## config.mk

```make
export PLATFORM = sky130hd
export DESIGN_NAME = irq_arbiter
export DESIGN_NICKNAME = d
export VERILOG_FILES = /design/src/rtl/irq_arbiter.sv
export SDC_FILE = /design/constraint.sdc
export NUM_CORES = 1
export LEC_CHECK = 0
export ABC_CLOCK_PERIOD_IN_PS = 5100
export CORE_UTILIZATION = 47
export CTS_BUF_LIST = sky130_fd_sc_hd__clkbuf_8
export CTS_CLUSTER_SIZE = 12
export DETAILED_ROUTE_END_ITERATION = 10
export PLACE_DENSITY = 0.76
export SLEW_MARGIN = 20
export SYNTH_ARGS = -nofsm -noshare
export SYNTH_HDL_FRONTEND = slang
export SYNTH_SLANG_ARGS = --single-unit
```

## constraint.sdc

```tcl
create_clock -name clk -period 5.1 [get_ports clk]
set_input_delay 0.765 -clock clk [delete_from_list [all_inputs] [get_ports clk]]
set_output_delay 0.765 -clock clk [all_outputs]
set_load 0.005 [all_outputs]
```

## src/rtl/irq_arbiter.sv

```systemverilog
// Round-robin edge-triggered interrupt arbiter with claim / trap_ack / complete tracking.
// Optional build macro IRQ_SYNC_EN adds a 2-flop synchronizer on every irq_src bit.
module irq_arbiter #(
  parameter int NUM_SRC = 8,
  parameter int ID_W    = 3
) (
  input  logic               clk,
  input  logic               rst,
  input  logic [NUM_SRC-1:0] irq_src,
  input  logic               cfg_we,
  input  logic [1:0]         cfg_addr,
  input  logic [31:0]        cfg_wdata,
  output logic [31:0]        cfg_rdata,
  input  logic               trap_ack,
  input  logic               complete,
  output logic               interrupt,
  output logic [ID_W-1:0]    claim_id,
  output logic               claim_valid
);

  typedef enum logic [1:0] {IDLE, ASSERT, SERVICE} state_t;

  localparam logic [1:0] ADDR_ENABLE  = 2'd0;
  localparam logic [1:0] ADDR_PENDING = 2'd1;
  localparam logic [1:0] ADDR_CLAIM   = 2'd2;

  state_t             state, state_nxt;
  logic [NUM_SRC-1:0] enable, enable_nxt;
  logic [NUM_SRC-1:0] pending, pending_nxt;
  logic [NUM_SRC-1:0] prev, src_in, rise;
  logic [NUM_SRC-1:0] cand_rot, cfg_clear, claim_mask;
  logic [ID_W-1:0]    rr_ptr, rr_ptr_nxt, claim_id_nxt, sel_id;
  logic [ID_W:0]      sel_sum;
  logic               interrupt_nxt, claim_valid_nxt, found;

`ifdef IRQ_SYNC_EN
  logic [NUM_SRC-1:0] sync1, sync2;

  always_ff @(posedge clk or posedge rst) begin
    if (rst) begin
      sync1 <= '0;
      sync2 <= '0;
    end else begin
      sync1 <= irq_src;
      sync2 <= sync1;
    end
  end

  assign src_in = sync2;
`else
  assign src_in = irq_src;
`endif

  if (NUM_SRC < 32) begin : g_wdata_hi
    logic unused_wdata_hi;
    assign unused_wdata_hi = ^cfg_wdata[31:NUM_SRC];
  end

  assign rise       = src_in & ~prev;
  assign claim_mask = NUM_SRC'(1) << claim_id;
  // Rotating the candidates by rr_ptr turns the wrap-around search into a plain lowest-bit search.
  assign cand_rot   = NUM_SRC'({pending & enable, pending & enable} >> rr_ptr);

  always_comb begin
    found   = 1'b0;
    sel_id  = '0;
    sel_sum = '0;
    for (int k = 0; k < NUM_SRC; k++) begin
      if (!found && cand_rot[k]) begin
        found   = 1'b1;
        sel_sum = {1'b0, rr_ptr} + (ID_W+1)'(k);
        if (sel_sum >= (ID_W+1)'(NUM_SRC))
          sel_sum = sel_sum - (ID_W+1)'(NUM_SRC);
        sel_id  = sel_sum[ID_W-1:0];
      end
    end
  end

  always_comb begin
    enable_nxt      = enable;
    cfg_clear       = '0;
    state_nxt       = state;
    rr_ptr_nxt      = rr_ptr;
    claim_id_nxt    = claim_id;
    interrupt_nxt   = interrupt;
    claim_valid_nxt = claim_valid;
    if (cfg_we && cfg_addr == ADDR_ENABLE)
      enable_nxt = cfg_wdata[NUM_SRC-1:0];
    if (cfg_we && cfg_addr == ADDR_PENDING)
      cfg_clear = cfg_wdata[NUM_SRC-1:0];
    // A fresh edge always wins over any clear in the same cycle.
    pending_nxt = (pending & ~cfg_clear) | rise;
    case (state)
      IDLE: begin
        if (found) begin
          claim_id_nxt    = sel_id;
          claim_valid_nxt = 1'b1;
          interrupt_nxt   = 1'b1;
          state_nxt       = ASSERT;
        end
      end
      ASSERT: begin
        if (trap_ack) begin
          pending_nxt   = (pending & ~cfg_clear & ~claim_mask) | rise;
          interrupt_nxt = 1'b0;
          rr_ptr_nxt    = (claim_id == ID_W'(NUM_SRC-1)) ? '0 : claim_id + 1'b1;
          state_nxt     = SERVICE;
        end else if ((enable_nxt & pending_nxt & claim_mask) == '0) begin
          interrupt_nxt   = 1'b0;
          claim_valid_nxt = 1'b0;
          state_nxt       = IDLE;
        end
      end
      SERVICE: begin
        if (complete) begin
          claim_valid_nxt = 1'b0;
          state_nxt       = IDLE;
        end
      end
      default: state_nxt = IDLE;
    endcase
  end

  always_ff @(posedge clk or posedge rst) begin
    if (rst) begin
      state       <= IDLE;
      enable      <= '0;
      pending     <= '0;
      prev        <= '0;
      rr_ptr      <= '0;
      claim_id    <= '0;
      claim_valid <= 1'b0;
      interrupt   <= 1'b0;
    end else begin
      state       <= state_nxt;
      enable      <= enable_nxt;
      pending     <= pending_nxt;
      prev        <= src_in;
      rr_ptr      <= rr_ptr_nxt;
      claim_id    <= claim_id_nxt;
      claim_valid <= claim_valid_nxt;
      interrupt   <= interrupt_nxt;
    end
  end

  always_comb begin
    cfg_rdata = '0;
    case (cfg_addr)
      ADDR_ENABLE:  cfg_rdata = 32'(enable);
      ADDR_PENDING: cfg_rdata = 32'(pending);
      ADDR_CLAIM:   cfg_rdata = {claim_valid, {(31-ID_W){1'b0}}, claim_id};
      default:      cfg_rdata = '0;
    endcase
  end

endmodule

```

# ---- After elaboration in Yosys (flattened, before gate mapping)
# Cells that the tools add are included.
dict set report op_classes {
  add_sub_neg 16
  n_lt_le_gt_ge 8
  n_eq_ne 10
  shifts 2
  mux 42
  bitwise_logic 11
  reduce_logical 26
}
# cell n
set ops {}
lappend ops {{$pmux W32 S3} 1}
lappend ops {{$mux W3} 17}
lappend ops {{$and A8 B8 Y8} 6}
lappend ops {{$mux W8} 4}
lappend ops {{$ge A4 B4 Y1 const B} 7}
lappend ops {{$not A8 Y8} 3}
lappend ops {{$sub A3 B1 Y3 const B} 8}
lappend ops {{$add A3 B3 Y4 const B} 4}
lappend ops {{$or A8 B8 Y8} 2}
lappend ops {{$shr A16 B3 Y8} 1}
lappend ops {{$mux W1} 13}
lappend ops {{$logic_and A1 B1 Y1} 9}
lappend ops {{$add A3 B2 Y4 const B} 2}
lappend ops {{$logic_not A8 Y1} 1}
lappend ops {{$mux W2} 4}
lappend ops {{$ne A2 B2 Y1 const B} 4}
lappend ops {{$shl A1 B3 Y8 const A} 1}
lappend ops {{$logic_not A1 Y1} 7}
lappend ops {{$pmux W2 S3} 1}
lappend ops {{$reduce_and A3 Y1} 2}
lappend ops {{$reduce_and A5 Y1} 1}
lappend ops {{$add A3 B1 Y4 const B} 1}
lappend ops {{$eq A2 B1 Y1 const B} 2}
lappend ops {{$eq A2 B2 Y1 const B} 2}
lappend ops {{other kinds (10)} 12}
dict set report totals {
  register_bits 34
  input_bits 47
  output_inout_bits 37
  wordCells 123
}

# ---- Logic depth before layout (Yosys ltp)
# Gate-level depths: netlist (run 1).
dict set report logic_depth {
  depth_word 26
  ltp_mapped 10
  mapped_depth_nobuf 9
}

# ---- Least setup slack after synthesis (run 1)
# No wires, ideal clock.
dict set report synth_path {
  kind {in2reg}
  startpoint {in cfg_addr[0]}
  endpoint {reg state[0]}
  setup_ns 0.077
  t_arrival_ns 2.546
  t_required_ns 5.023
  path_slack_ns 2.477
  cell_stages 9
  path_buffers 2
  cell_sequence {clkbuf_1 > nor3b_1 > buf_4 > mux2i_1 > o32ai_1 > nor4_1 > a21oi_1 > a211o_1 > a21oi_1}
}
dict set report synth_via {
  elab_chain_len 11
}
# item line_no
set synth_rtl {}
lappend synth_rtl {{start: declaration} 11} ;# input logic [1:0] cfg_addr,
lappend synth_rtl {{$eq A2 B1 Y1} 89} ;# if (cfg_we && cfg_addr == ADDR_PENDING)
lappend synth_rtl {{$logic_and A1 B1 Y1} 89}
lappend synth_rtl {{$mux W8} 89}
lappend synth_rtl {{$not A8 Y8} 92} ;# pending_nxt = (pending & ~cfg_clear) | rise;
lappend synth_rtl {{$and A8 B8 Y8} 92}
lappend synth_rtl {{$or A8 B8 Y8} 92}
lappend synth_rtl {{$and A8 B8 Y8 * (2 in series)} 108} ;# end else if ((enable_nxt & pending_nxt & claim_mask) == '0) begin
lappend synth_rtl {{$logic_not A8 Y1 *} 108}
lappend synth_rtl {{$ne A3 B3 Y1 (no line) *} -}
lappend synth_rtl {{$reduce_and A3 Y1 (no line) *} -}
lappend synth_rtl {{end signal: assignment} 135} ;# state <= state_nxt;
lappend synth_rtl {{end: declaration} 27} ;# state_t state, state_nxt;
# Every way passes the cells marked *; elsewhere a longest branch is shown, timed or not.
# A chain may end at the register's enable or synchronous reset.

# ---- Worst setup path after layout (run 1)
# Same ends and word-level chain as after synthesis.

==> flow_results.org, run 1 <==
** Synthesis
- The Yosys step of the flow raised 0 warnings.
- Most common cell in the netlist :: dfrtp_1
- Syn Area/Cell :: 8.80 sq um
- Ranked by instance count, the synthesized netlist is headed by dfrtp_1, nand2_1, buf_4.
- The share of synthesized area in the top cell type comes to 0.278.
- For this run, the leading register cell type out of synthesis is dfrtp_1.
- Counting flops with a built-in enable in the synthesized netlist gives 0.
- Portion of the post-synthesis area used by sequential elements :: 0.278
- Dominant cells by area after synthesis :: dfrtp_1, buf_4, mux2i_1, ha_1, mux4_2
- Number of storage elements in the synthesis netlist :: 34
- In the synthesized netlist the async set-or-reset flop fraction comes to 1.00.
- Synthesized instance count :: 348
- Most area-hungry cell type in the Yosys netlist :: dfrtp_1
- After synthesis, the netlist uses 61 different library cells.
- Total standard cell area after synthesis :: 3060 sq um

** Route
- Total length of routed wires :: around 7300 um
- In this run the remaining antenna-violating nets after routing total 0.
- The final route contains 2,726 vias.
- Vias per Instance :: 6.02
- The detailed router finished its first iteration with 175 violations.
- The pre-antenna-repair detailed-routing pass consisted of 5 iterations.
- Dividing the detail-routed wire length by the instance count gives 16.1 um.
- DRC violations left :: 0

** Final layout
- Fraction of layout cells with a size suffix above 1 :: 0.0984
- Area delta synth->final :: 13.2%
- Ant. Diodes :: 0
- Post-layout nets :: between 400 and 500
- For this run, the number of standard cells in the final layout without fillers is about 450.

** Min path
- The worst hold path was traced through 2 stages.
- Tightest Hold Check Type :: flip-flop to flip-flop

** Setup path
- Critical Path Fanout Max :: 15
- Measured in cells, the most critical reg-to-reg path has a length of 6.
- The critical path in this run is classified as primary input to flip-flop.
- STA classifies the critical path startpoint as a primary input.
- On the critical path, the stage with the largest delay is an instance of clkdlybuf4s50_1.
- Counting stages on the worst path, the most repeated cell is a21oi_1.
- Cells along the critical path :: clkdlybuf4s50_1 > nor3b_1 > buf_4 > mux2i_1 > o32ai_1 > nor4_1 > a21oi_1 > a211o_1 > a21oi_1
- CP required :: 5310 ps
- For the worst setup path, the data arrival time is 3890 ps.
- Broken down by cell family, the worst path's largest delay share belongs to buffers and inverters.
- The worst setup path is captured at a flip-flop.
- Number of logic stages on the critical path including buffering :: 9
- Largest stage delay, worst path :: 790 ps
- Counting both buffers and inverters, the worst setup path holds a total of 2.

** Placed design
- Once detailed placement completed, the half-perimeter wirelength came to 5460 um.
- Number of placed cells counting well taps :: 445
- During placement, the flow inserted port buffers numbering 36.
- Routability-driven placement finished with a final weighted congestion of 0.840.

** Clock network
- Post CTS Setup Buffer Count :: 0
- Quantity of gates resized following cts :: 0
- Hold repair after CTS inserted 0 buffers.
- TritonCTS clock tree :: built
- CTS Buf Count :: 5
- Worst-path clk slew :: 70 ps
- Sinks on the clock net :: 34
- CTS H-tree depth :: 2
- Master cell of the clock root buffer :: clkbuf_8
- Clock latency on the worst-skew pair :: 280 ps
- Number of buffers on the longest clock path :: 2

** Flow run
- Max cap viols :: 0

** STA
- Setup violations remaining at the end of the flow were counted as 0.
- Derived from the worst setup path, the maximum achievable clock frequency is ~270 MHz.
- Final count of hold timing violations :: 0
- Worst relative slew slack :: 0.416
- Final total negative setup slack :: 0 ps
- Of the available clock period, the critical path in the final layout requires 0.723.
- Setup repair after global routing missed its margin :: no
- The worst path needs 3690 ps of the cycle, external delays included.
- The max-slew violation count came to 0.
- At the pin with the least slew margin, the transition time is 875 ps.
- Clk_skew :: 3.90 ps

** Floorplanning
- Initial core utilization :: 0.485
- Area of the core :: 6310 sq um
- Top-level port count :: 84
- The die is 82.7 um tall.
- The floorplan has 29 rows.
- Die width :: 82.7 um
- The die covers between 6000 and 7000 sq um.

** Global routing
- Largest net degree at the start of global routing :: 35
- Global router's overall resource usage :: 0.230
- Initial antenna violation count :: 0
- GR Overflow Total :: 0
- The first global-routing pass estimated 11,800 um of wire.
- Vias in the first global route :: 2,419

** Power
- In this run the static leakage power is 0.00145 uW.
- Power spread over the standard cell area amounts to 584 nW/um^2.
- Peak supply drop :: 0.385 mV

** Status
- The run finished with clean final reports.
[flip-flops by register name, summed over array words and instances (netlist names)]
signal and cells:
claim_valid 1, enable 8, state 2, claim_id 3, rr_ptr 3, interrupt 1
prev 8, pending 8
[tightest hold or removal path, cell delays in order (launching register included)]
cell,delay [ps]
dfrtp_1,330
nand2b_1,120
nand2_1,50
[cell families after synthesis]
family | Yosys count | synth area share
buffers and inverters | 66 | 0.117
adders and majority gates | 11 | 0.0450
muxes | 38 | 0.164
AOI/OAI and AO/OA | 80 | 0.183
DFF | 34 | 0.278
and+or+nand+nor | 118 | 0.212
other | 1 | 0.00122
[report_power, final]
group | internal [uW] | total (uW) | switching [uW]
Clock | 136 | 231 | 95.1
Combinational | 615 | 1260 | 648
Sequential | 343 | 527 | 184
Total | 1090 | 2020 | 927
[final cells by class]
class	instances	area [sq um]
tap	77	96.3
clock buffer	8	110
timing repair buffer	38	375
sequential	34	851
fill	579	2850
multi-input combinational	270	1930
inverter	26	97.6
[final timing paths]
| check | startpoint | slack, ps | end |
|---|---|---|---|
| worst min register to register | prev[1] | 540 | pending[1] |
| worst max-delay path | cfg_addr[0] | 1410 | state[0] |
| min in group asynchronous | rst | 870 | pending[3] |
| worst max register to register | rr_ptr[2] | 1950 | claim_id[0] |
| max in group asynchronous | rst | 3910 | claim_id[1] |
| worst min-delay path | prev[1] | 540 | pending[1] |
[layer usage]
metal	wire length, um	share of wire	GRT usage	up-vias
met5	0	0	0	-
met4	106	0.015	0.0707	0
met3	360	0.049	0.0330	12
met2	3550	0.49	0.389	113
met1	3280	0.45	0.304	1316
li1	-	-	-	1285
[stage by stage]
step                      cell area (sq um)  utilization  total power [uW]  worst slack, ps  hold slack, ps
final                                  3460        0.549              2020             1410             538
after global routing                   3460        0.549              2180             1280             562
after CTS                              3460        0.549              2010             1460             534
after detailed placement               3350        0.531              1770             1180             498
after global placement                 3350        0.531              1740             1270             500
after floorplan                        3140            -              1470             2480             482
[cell usage in the layout, fill, tap and decap left out, types with 11 or more instances in the layout]
master           synthesis  final
inv_1                   23     23
conb_1                   1     23
mux2i_1                 19     19
nand3_1                 15     15
nor2_1                  17     17
dfrtp_1                 34     34
clkdlybuf4s50_1          0     36
nand2_1                 27     27
a21oi_1                 14     14
o21ai_0                 19     19
ha_1                    11     11
Note: power is estimated with default switching activity, not from simulation.
==> run 2: changes to the inputs <==
--- a/config.mk
+++ b/config.mk
@@ -5,12 +5,12 @@
 export SDC_FILE = /design/constraint.sdc
 export NUM_CORES = 1
 export LEC_CHECK = 0
-export ABC_CLOCK_PERIOD_IN_PS = 5100
-export CORE_UTILIZATION = 47
+export ABC_CLOCK_PERIOD_IN_PS = 3100
+export CORE_UTILIZATION = 46
 export CTS_BUF_LIST = sky130_fd_sc_hd__clkbuf_8
 export CTS_CLUSTER_SIZE = 12
 export DETAILED_ROUTE_END_ITERATION = 10
-export PLACE_DENSITY = 0.76
+export PLACE_DENSITY = 0.78
 export SLEW_MARGIN = 20
 export SYNTH_ARGS = -nofsm -noshare
 export SYNTH_HDL_FRONTEND = slang
==> constraint.sdc (replaced) <==
create_clock -name clk -period 3.1 [get_ports clk]
set_input_delay 0.465 -clock clk [delete_from_list [all_inputs] [get_ports clk]]
set_output_delay 0.465 -clock clk [all_outputs]
set_load 0.005 [all_outputs]
==> run 2 against run 1 <==
Effect of this change: global-route usage decreased by 1.4 points; setup slack got worse by 1200 ps; sequential cell count unchanged; power increased by 66%; routed wire length is 1.7% higher; via count rose by 2.7%; critical path type is now flip-flop to flip-flop.
==> flow_results.org, run 2 (synthesis results as in run 1) <==
** STA
- Minimum clock period :: 2930 ps
- The transition at the pin with the smallest max-transition slack was 581 ps (was 875 ps).
- The clock tree skew after final layout was 7.54 ps (was 3.90 ps).
- Post-route fraction of the period consumed by the critical path :: 0.946
- Fin. max-slew vios :: 0 (unchanged)
- The final-report setup violation count is 0 (unchanged).
- Final count of hold timing violations :: 0 (unchanged)
- The worst max-slew margin expressed relative to the limit is 0.613 (was 0.416).
- Maximum clock rate :: 341 MHz
- Setup repair after global routing missed its margin :: no (unchanged)
- The worst hold-check slack is 516 ps (was 538 ps).
- Final total negative setup slack :: 0 ps (unchanged)

** Global routing
- The wire length of the first global-routing pass came to 12,400 um (was 11,800 um).
- Initial antenna violation count :: 0 (unchanged)
- Global router's overall resource usage :: 0.216 (was 0.230)
- The via count of the first global-routing pass was 2,612 (was 2,419).
- The global route total overflow was 0 (unchanged).
- Largest net degree at the start of global routing :: 35 (unchanged)

** Clock network
- The clock latency reported for the late side of the worst-skew pair was 280 ps (about the same).
- Master cell of the clock root buffer :: clkbuf_8 (unchanged)
- The number of buffers created by CTS is 5 (unchanged).
- The maximum clock insertion buffer count was 2 (unchanged).
- The post-cts gate resize count is 0 (unchanged).
- # hold bufs at CTS :: 0 (unchanged)
- The H-tree depth was 2 (unchanged).
- The clock tree from TritonCTS is built (unchanged).
- Worst-path clk slew :: 70 ps (about the same)
- Sinks on the clock net :: 34 (unchanged)
- The number of setup buffers added after CTS was 0 (unchanged).

** Final layout
- The post-layout instance count excluding filler cells is 463 (was 453).
- The number of fill cells in the layout was 590 (was 579).
- The fraction of layout instances using a drive strength above 1 is 0.122 (was 0.0984).
- The antenna diode count was 0 (unchanged).
- The final layout net count is 444 (was 433).
- Registers with the most flip-flops :: enable x8, pending x8, prev x8 (unchanged)
- Most common cell after layout, fill and taps aside :: clkdlybuf4s50_1 (unchanged)
- Commonest cells after routing, fill and taps aside: clkdlybuf4s50_1, dfrtp_1, nand2_1 (unchanged).
- The final cell area excluding filler cells was 3520 sq um (was 3460 sq um).
- Total area of multi-input combinational cells :: 1930 sq um (unchanged)
- Area delta synth->final :: 14.8% (was 13.2%)
- Area occupied by registers :: 851 sq um (unchanged)

** Route
- The length of the first detailed-routing pass in iterations is 5 (unchanged).
- Total length of routed wires :: 7420 um (was 7290 um)
- The via-per-instance ratio was 6.05 (was 6.02).
- Count of routing violations after the opening detailed-route iteration :: 210 (was 175)
- The remaining design rule violation count came to 0 (unchanged).
- The post-detailed-route wirelength per cell came to 16.0 um (was 16.1 um).
- Antenna-violating nets left :: 0 (unchanged)
- The number of vias in the routed layout came to 2,799 (was 2,726).

** Setup path
- Depth of the most critical reg-to-reg path :: 8 (was 6)
- Critical Path Fanout Max :: 23 (was 15)
- The data arrival time of the critical path was 3100 ps (was 3890 ps).
- The kind of start point of the critical path is a flip-flop (was primary input).
- The launch point of the worst reg-to-reg path was rr_ptr[0] (was rr_ptr[2]).
- Cell with the largest stage delay on the worst path :: dfrtp_1 (was clkdlybuf4s50_1)
- Nature of the critical path endpoint :: flip-flop (unchanged)
- Capturing point of the worst reg2reg path :: claim_id[0] (unchanged)
- CP required :: 3260 ps (was 5310 ps)
- Path type of the worst setup path :: flip-flop to flip-flop (was primary input to flip-flop)
- Cells along the critical path: buf_4 > nand3_1 > o2111ai_1 > mux4_2 > o21ba_2 > and3_1 > nor2_1 > mux2_4 (was clkdlybuf4s50_1 > nor3b_1 > buf_4 > mux2i_1 > o32ai_1 > nor4_1 > a21oi_1 > a211o_1 > a21oi_1).
- R2R Setup Slk :: 170 ps (was 1950 ps)
- Largest stage delay, worst path :: 600 ps (was 790 ps)

** Placed design
- The global placement routability congestion came to 0.884 (was 0.840).
- Detailed placement HPWL :: 5610 um (was 5460 um)
- Number of buffers added on ports :: 36 (unchanged)
- The instance count after placement with tap cells included came to 456 (was 445).
- Total placed instance area :: 3440 sq um (was 3350 sq um)

** Min path
- Hold Crit Depth :: 2 (unchanged)
- Worst hold endpoint :: pending[1] (unchanged)
- The path type of the worst min-delay path is flip-flop to flip-flop (unchanged).
- Worst min-delay path startpoint :: prev[1] (unchanged)

** Floorplanning
- The die footprint was 6990 sq um (was 6840 sq um).
- Area of the core :: 6390 sq um (was 6310 sq um)
- Initial core utilization :: 0.479 (was 0.485)
- The width of the die was 83.6 um (was 82.7 um).
- Core Rows :: 29 (unchanged)
- Top-level port count :: 84 (unchanged)
- The overall die height came to 83.6 um (was 82.7 um).

** Power
- The maximum VDD drop is 0.629 mV (was 0.385 mV).
- Leakage :: 0.00149 uW (was 0.00145 uW)
- Cell Pwr Density :: 957 nW/um^2 (was 584 nW/um^2)

** Status
- Run status :: completed (unchanged)

** Flow run
- Max cap viols :: 0 (unchanged)
## run 2: final cells by class
type / count / share of cell area
well taps: 77 / 0.0274
clock inverters: 2 / 0.00285
repair buffers: 49 / 0.130
clock buffers: 5 / 0.0196
flip-flops and latches: 34 / 0.242
multi-input cells: 270 / 0.550
inverters: 26 / 0.0278
## run 2: stage by stage
stage	utilization	setup slack, ps	power, uW
floorplan	-	777	2430
global placement	0.538	229	2960
detailed placement	0.538	175	3000
CTS	0.551	218	3330
global route	0.551	7.01	3620
finish	0.551	168	3360
## run 2: routing by layer
layer,vias to the layer above,wire length (um),GRT usage
li1,1310,-,-
met1,1328,3230,0.288
met2,148,3580,0.363
met3,13,499,0.0297
met4,0,102,0.0709
met5,-,0,0
## run 2: critical path: cells and delay by family (launching register included)
| family | cells | cell delay (ps) |
|---|---|---|
| and+or+nand+nor | 3 | 610 |
| muxes | 2 | 830 |
| DFF | 1 | 600 |
| buffers and inverters | 1 | 280 |
| AOI/OAI and AO/OA | 2 | 500 |
## run 2: worst max path at each step
stage               cells after the start           to  slack [ps]   startpoint
global route                            8  claim_id[0]           7    rr_ptr[0]
global placement                       10  claim_valid         230       cfg_we
detailed placement                     10  claim_valid         170       cfg_we
finish                                  8  claim_id[0]         170    rr_ptr[0]
CTS                                     8  claim_id[0]         220    rr_ptr[0]
floorplan                               9     state[0]         780  cfg_addr[0]
## run 2: power breakdown
part	internal, uW	total (uW)	leakage, uW	switching, uW
Sequential	567	787	0.000387	220
Combinational	1090	2270	0.00106	1190
Clock	150	304	0.0000438	153
